### src/rtl/pipe_stage_skid_if.sv
// Valid/ready pipeline channel carrying payload words, write-register address and control bits.
interface pipe_stage_skid_if #(
   parameter int unsigned DATA_W = 32,
   parameter int unsigned DATA_N = 3,
   parameter int unsigned ADDR_W = 5,
   parameter int unsigned CTRL_W = 2
);
   localparam int unsigned PAY_W = DATA_W * DATA_N;

   logic              valid;
   logic              ready;
   logic [PAY_W-1:0]  data;
   logic [ADDR_W-1:0] addr;
   logic [CTRL_W-1:0] ctrl;

   modport master (output valid, output data, output addr, output ctrl, input ready);
   modport slave  (input valid, input data, input addr, input ctrl, output ready);
endinterface

### src/rtl/pipe_stage_skid.sv
// Pipeline stage register with valid/ready handshake, flush, saturating stall counter and
// an optional 2-entry skid buffer that breaks the out_ready -> in_ready combinational path.
module pipe_stage_skid #(
   parameter int unsigned DATA_W  = 32,
   parameter int unsigned DATA_N  = 3,
   parameter int unsigned ADDR_W  = 5,
   parameter int unsigned CTRL_W  = 2,
   parameter int unsigned SKID    = 1,
   parameter int unsigned STALL_W = 16
) (
   input  logic               clk,
   input  logic               reset,
   input  logic               flush,
   pipe_stage_skid_if.slave   up,
   pipe_stage_skid_if.master  dn,
   output logic [STALL_W-1:0] stall_cnt
);
   localparam int unsigned PAY_W = DATA_W * DATA_N;

   typedef struct packed {
      logic [PAY_W-1:0]  data;
      logic [ADDR_W-1:0] addr;
      logic [CTRL_W-1:0] ctrl;
   } entry_t;

   typedef enum logic [1:0] {
      EMPTY = 2'd0,
      ONE   = 2'd1,
      FULL  = 2'd2
   } state_t;

   state_t             state_q, state_d;
   entry_t             main_q, main_d;
   entry_t             skid_q, skid_d;
   entry_t             in_entry;
   logic [STALL_W-1:0] stall_q;
   logic               in_ready_c;
   logic               out_valid_c;
   logic               in_xfer_c;
   logic               out_xfer_c;

   assign in_entry    = '{data: up.data, addr: up.addr, ctrl: up.ctrl};
   assign out_valid_c = (state_q != EMPTY);

   // Skid mode decodes in_ready from state only; register mode passes out_ready through.
   if (SKID != 0) begin : g_skid_ready
      assign in_ready_c = ~reset & (state_q != FULL);
   end else begin : g_reg_ready
      assign in_ready_c = ~reset & (~out_valid_c | dn.ready);
   end

   assign in_xfer_c  = up.valid & in_ready_c;
   assign out_xfer_c = out_valid_c & dn.ready;

   // Next-state and entry steering; ctrl is cleared whenever the stage goes empty.
   always_comb begin
      state_d = state_q;
      main_d  = main_q;
      skid_d  = skid_q;
      if (flush) begin
         state_d     = EMPTY;
         main_d.ctrl = '0;
      end else begin
         case (state_q)
            EMPTY: begin
               if (in_xfer_c) begin
                  main_d  = in_entry;
                  state_d = ONE;
               end
            end
            ONE: begin
               if (in_xfer_c && out_xfer_c) begin
                  main_d = in_entry;
               end else if ((SKID != 0) && in_xfer_c) begin
                  skid_d  = in_entry;
                  state_d = FULL;
               end else if (out_xfer_c) begin
                  main_d.ctrl = '0;
                  state_d     = EMPTY;
               end
            end
            FULL: begin
               if (out_xfer_c) begin
                  main_d  = skid_q;
                  state_d = ONE;
               end
            end
            default: begin
               state_d     = EMPTY;
               main_d.ctrl = '0;
            end
         endcase
      end
   end

   always_ff @(posedge clk) begin
      if (reset) begin
         state_q <= EMPTY;
         main_q  <= '0;
         skid_q  <= '0;
      end else begin
         state_q <= state_d;
         main_q  <= main_d;
         skid_q  <= skid_d;
      end
   end

   // Counts cycles the head is offered but not taken; holds at all-ones.
   always_ff @(posedge clk) begin
      if (reset) begin
         stall_q <= '0;
      end else if (out_valid_c && !dn.ready && (stall_q != {STALL_W{1'b1}})) begin
         stall_q <= stall_q + STALL_W'(1);
      end
   end

   assign up.ready  = in_ready_c;
   assign dn.valid  = out_valid_c;
   assign dn.data   = main_q.data;
   assign dn.addr   = main_q.addr;
   assign dn.ctrl   = main_q.ctrl;
   assign stall_cnt = stall_q;
endmodule
### src/flat_wrapper.sv
// flat-port wrapper written by rule: the top's interface ports become plain ports
module pipe_stage_skid_flat 
#(
   parameter int unsigned DATA_W  = 32,
   parameter int unsigned DATA_N  = 3,
   parameter int unsigned ADDR_W  = 5,
   parameter int unsigned CTRL_W  = 2,
   parameter int unsigned SKID    = 1,
   parameter int unsigned STALL_W = 16
)
  (clk, reset, flush, stall_cnt, up_valid, up_data, up_addr, up_ctrl, up_ready, dn_valid, dn_data, dn_addr, dn_ctrl, dn_ready);
  pipe_stage_skid_if #(.DATA_W(DATA_W), .DATA_N(DATA_N), .ADDR_W(ADDR_W), .CTRL_W(CTRL_W)) up_i ();
  pipe_stage_skid_if #(.DATA_W(DATA_W), .DATA_N(DATA_N), .ADDR_W(ADDR_W), .CTRL_W(CTRL_W)) dn_i ();
  input  logic clk;
  input  logic reset;
  input  logic flush;
  output logic [STALL_W-1:0] stall_cnt;
  input wire logic [$bits(up_i.valid)-1:0] up_valid;
  input wire logic [$bits(up_i.data)-1:0] up_data;
  input wire logic [$bits(up_i.addr)-1:0] up_addr;
  input wire logic [$bits(up_i.ctrl)-1:0] up_ctrl;
  output wire logic [$bits(up_i.ready)-1:0] up_ready;
  output wire logic [$bits(dn_i.valid)-1:0] dn_valid;
  output wire logic [$bits(dn_i.data)-1:0] dn_data;
  output wire logic [$bits(dn_i.addr)-1:0] dn_addr;
  output wire logic [$bits(dn_i.ctrl)-1:0] dn_ctrl;
  input wire logic [$bits(dn_i.ready)-1:0] dn_ready;
  assign up_i.valid = up_valid;
  assign up_i.data = up_data;
  assign up_i.addr = up_addr;
  assign up_i.ctrl = up_ctrl;
  assign up_ready = up_i.ready;
  assign dn_valid = dn_i.valid;
  assign dn_data = dn_i.data;
  assign dn_addr = dn_i.addr;
  assign dn_ctrl = dn_i.ctrl;
  assign dn_i.ready = dn_ready;
  pipe_stage_skid #(.DATA_W(DATA_W), .DATA_N(DATA_N), .ADDR_W(ADDR_W), .CTRL_W(CTRL_W), .SKID(SKID), .STALL_W(STALL_W)) u_core (.clk(clk), .reset(reset), .flush(flush), .up(up_i), .dn(dn_i), .stall_cnt(stall_cnt));
endmodule
### config.mk
export PLATFORM = sky130hd
export DESIGN_NAME = pipe_stage_skid_flat
export DESIGN_NICKNAME = d
export VERILOG_FILES = /design/src/rtl/pipe_stage_skid_if.sv /design/src/rtl/pipe_stage_skid.sv /design/src/flat_wrapper.sv
export SDC_FILE = /design/constraint.sdc
export NUM_CORES = 1
export LEC_CHECK = 0
export CORE_MARGIN = 2
export CORE_UTILIZATION = 50
export CTS_BUF_LIST = sky130_fd_sc_hd__clkbuf_4
export DETAILED_ROUTE_END_ITERATION = 10
export PLACE_DENSITY = 0.84
export SLEW_MARGIN = 20
export SYNTH_ARGS = -nofsm -noshare
export SYNTH_HDL_FRONTEND = slang
export SYNTH_SLANG_ARGS = --single-unit
### constraint.sdc
create_clock -name clk -period 4.4 [get_ports clk]
set_clock_uncertainty 0.05 [all_clocks]
set_input_delay 0.88 -clock clk [delete_from_list [all_inputs] [get_ports clk]]
set_output_delay 0.88 -clock clk [all_outputs]
set_load 0.1 [all_outputs]
## Yosys cells after proc, flatten, opt, wreduce, memory -nomap -nowiden

Index checks and enable logic that the tools add are counted.

- Word-level logic and storage cells: 51
- Bits of input ports: 108
- Flip-flop bits (word level): 224

- Reductions and logical operators: 12
- Add/sub/neg operators: 1
- Multiplexer cells: 13
- Bitwise operators: 6
- Eq/ne operators: 11

Operators with widths:

| kind | count |
|---|---|
| $pmux W101 S3 | 1 |
| $mux W103 | 2 |
| $mux W101 | 1 |
| $add A16 B1 Y16 const B | 1 |
| $ne A16 B16 Y1 const B | 1 |
| $mux W2 | 7 |
| $pmux W2 S3 | 2 |
| $reduce_and A4 Y1 | 3 |
| $ne A2 B1 Y1 const B | 3 |
| $ne A3 B1 Y1 const B | 2 |
| $reduce_and A5 Y1 | 1 |
| $ne A2 B2 Y1 const B | 2 |
| $and A1 B1 Y1 | 3 |
| $logic_and A1 B1 Y1 | 3 |
| $ne A3 B3 Y1 const B | 1 |
| $not A1 Y1 | 3 |
| $reduce_bool A3 Y1 | 1 |
| $eq A2 B1 Y1 const B | 1 |
| $eq A2 B2 Y1 const B | 1 |
| $logic_not A2 Y1 | 1 |
| $reduce_bool A2 Y1 | 1 |
| $reduce_or A2 Y1 | 1 |
| $logic_not A1 Y1 | 1 |

## Longest topological paths before layout

- Depth after elaboration: 6
- Gate-level depth with buffers: 8
- Mapped depth without buffers: 5

## Least setup slack after synthesis

No wires, ideal clock.

- Path kind: input-to-output
- From: in reset
- To: out up_ready
- Slack: 0.726 ns
- Data arrival time: 2.744 ns
- Cell stages on the path: 4
- Data required time: 3.470 ns
- Cell sequence: clkbuf_1 clkbuf_1 clkbuf_1 nor2_1

- Cells in the longest elaborated chain, start to end: 2

Ends and longest elaborated chain:

| item | RTL line | text |
|---|---|---|
| from (decl) | flat_wrapper.sv:15 | `input logic reset;` |
| $not A1 Y1 | pipe_stage_skid.sv:47 | `assign in_ready_c = ~reset & (state_q != FULL);` |
| $and A1 B1 Y1 | pipe_stage_skid.sv:47 |  |
| to (decl) | flat_wrapper.sv:22 | `output wire logic [$bits(up_i.ready)-1:0] up_ready;` |

Every way passes these cells.

## Final worst setup path

- From: reg u_core.state_q[1]
- To: out dn_valid

- Cells in the longest elaborated chain, start to end: 1

Ends and longest elaborated chain:

| item | RTL line | text |
|---|---|---|
| from (decl) | pipe_stage_skid.sv:32 | `state_t state_q, state_d;` |
| from (signal assigned) | pipe_stage_skid.sv:102 | `state_q <= state_d;` |
| $reduce_bool A2 Y1 | pipe_stage_skid.sv:43 | `assign out_valid_c = (state_q != EMPTY);` |
| to (decl) | flat_wrapper.sv:23 | `output wire logic [$bits(dn_i.valid)-1:0] dn_valid;` |

Every way passes these cells.

==> flow_summary.json <==
{
  "ys.flop_type": "dfxtp_1",
  "worstPathRequired_ps": 3470,
  "wl_um": 26900,
  "cts_hold_buf": 0,
  "critPathLaunch": "u_core.state_q[1]",
  "clock_latency_ps": 650,
  "antenna_left": 0,
  "wl_per_cell_um": 15.5,
  "tns_ps": 0,
  "ir_drop_uv": 198,
  "ys_warn_count": 0,
  "dieArea_sq_um": 20500,
  "syn_inst": 1259,
  "max-cap-violations": 0,
  "crit_buf_inv": 1,
  "synth.avg_cell_area_sq_um": 7.68,
  "io_pins": 229,
  "viasPerCell": 5.57,
  "p_leak_uw": 0.00431,
  "clk_pin_slew_worst_paths_ps": 70,
  "holdCritPathClass": "flip-flop to flip-flop",
  "placementRows": 50,
  "arrival_ps": 2580,
  "drtIter0Drc": 821,
  "hold_violations": 0,
  "ys_seq_area_frac": 0.464,
  "maxSlewHeadroom": 0.300,
  "path_cells": "or2_2, clkdlybuf4s50_1",
  "clockRootBuffer": "clkbuf_4",
  "cts_buffers": 58,
  "final_core_util": 0.667,
  "status": "completed",
  "yosysTopAreaCell": "dfxtp_1",
  "cts_buffer_depth": 3,
  "vias": 9670,
  "yosys-top-cells-count": "nand2_1 (415), dfxtp_1 (224), a21oi_1 (215)",
  "fp.dieW_um": 143,
  "synth_area_sq_um": 9670,
  "synth_area_leaders": "dfxtp_1 (46%), nand2_1 (16%), a21oi_1 (11%)",
  "fill_cells": 1592,
  "hpwl_um": 16000,
  "remaining_drc_errors": 0,
  "cts_sinks": 224,
  "ys_async_sr_fraction": 0,
  "end_kind": "output port",
  "gr-usage-all-layers": 0.256,
  "rsz0062_at_grt": "no",
  "cp_slowest_cell": "clkdlybuf4s50_1",
  "clock.fmax_mhz": 285,
  "crit_fanout": 12,
  "maxSlewViolCount": 0,
  "grt_pass1_wl_um": 43400,
  "fin_crit_ps": 3510,
  "drtPass1Iterations": 7,
  "hp-start": "u_core.skid_q[15]",
  "seq_area_sq_um": 4480,
  "synth-edff-count": 0,
  "slowest_delay_ps": 1150,
  "synthMostInstantiatedCell": "nand2_1",
  "critPathTopFamily": "buffers and inverters",
  "grt_pass1_vias": 9098,
  "die_y_um": 143,
  "fin_crit_sh": 0.798,
  "crit_type": "flip-flop to output port",
  "finalSetupViolations": 0,
  "syn_to_final_growth_pct": 29.9,
  "tritoncts": "done",
  "grt_antenna_before_repair": 1,
  "timing.rr.start": "u_core.state_q[0]",
  "synth_top_area_share": 0.464,
  "drive_gt1_frac": 0.0800,
  "ys_types": 39,
  "tightestPinTransition_ps": 1050,
  "synth-seq-cells": 224,
  "r2r_slack_ps": 1750,
  "total_power_uw": 4430,
  "grt_max_degree": 120,
  "multi_input_area_sq_um": 4640,
  "post_cts.repair.setup_buffers": 0,
  "syn_nets": 1368,
  "power_density_nw_per_um2": 352,
  "gp_congestion": 0.838,
  "fp.coreArea_sq_um": 18800,
  "cp-start-kind": "flip-flop",
  "port-buffer-count": 228,
  "h-tree-depth": 2,
  "grt_overflow": 0,
  "cts_resized": 0,
  "start_util": 0.513,
  "finalNetCount": 1548
}
cells by family (layout without fill, tap and decap cells):
group / after synthesis / in the layout / share of synthesized area
DFF: 224 / 224 / 0.464
buffers and inverters: 125 / 341 / 0.0599
and+or+nand+nor: 462 / 462 / 0.191
AOI/OAI and AO/OA: 442 / 442 / 0.278
muxes: 5 / 5 / 0.00556
other: 0 / 1 / 0
adders and majority gates: 1 / 1 / 0.00129
registers in the layout (all words and copies together), names as in the netlist:
| register | count |
|---|---|
| u_core.state_q | 2 |
| u_core.skid_q | 103 |
| u_core.dn.ctrl | 2 |
| u_core.stall_cnt | 16 |
| u_core.dn.data | 96 |
| u_core.dn.addr | 5 |
tightest hold or removal path, stage by stage (launching register included):
cell and delay, ps:
dfxtp_1 300, nand2_1 50, a21oi_1 50
path summary, 6_finish.rpt:
path	to	depth (start not counted)
worst max-delay path	dn_valid	2
worst min-delay path	u_core.skid_q[15]	2
worst max register to register	u_core.dn.data[49]	5
worst min register to register	u_core.skid_q[15]	2
power by group:
group	switching, uW	leakage (uW)	internal [uW]
logic	436	0.00207	194
clock network	797	0.000423	912
registers	22.0	0.00181	2070
metal layers:
metal,vias up,track usage,routed length [um]
met4,0,0.0990,581
met2,354,0.429,13300
li1,4709,-,-
met3,42,0.0537,1850
met5,-,0,0
met1,4565,0.323,11100
area by class of cell:
type                            count  share of cell area
Clock buffer                       90              0.0538
Sequential cell                   224               0.357
Antenna cell                        1            0.000199
Multi-Input combinational cell    910               0.369
Clock inverter                      6             0.00179
Timing Repair Buffer              239               0.191
Inverter                            6             0.00179
Tap cell                          260              0.0259
per-stage QoR:
step | instances | instance area, sq um | hold slack [ps] | setup slack [ps]
after CTS | 1735 | 12600 | 405 | 835
after floorplan | 1259 | 9670 | 387 | 726
after detailed placement | 1639 | 11900 | 397 | 967
final | 1736 | 12600 | 405 | 887
after global placement | 1639 | 11900 | 392 | 1080
after global routing | 1736 | 12600 | 421 | 750
placed cells by master, fill, tap and decap left out, types with 3 or more instances in the layout:
cell type and n:
nand2_1 415, clkdlybuf4s50_1 225, dfxtp_1 224, a21oi_1 215, o21ai_0 104, a211o_1 101
clkbuf_4 90, nor2_1 9, buf_4 9, inv_1 6, clkinv_1 6, o311ai_0 5
nor4_1 5, nor2b_1 4, nor3_1 4, nand4_1 4, o31ai_1 4, or4_1 4
mux2_2 3, nand3_1 3, o41ai_1 3, buf_6 3
No activity file was read; power rests on OpenSTA's default activity.
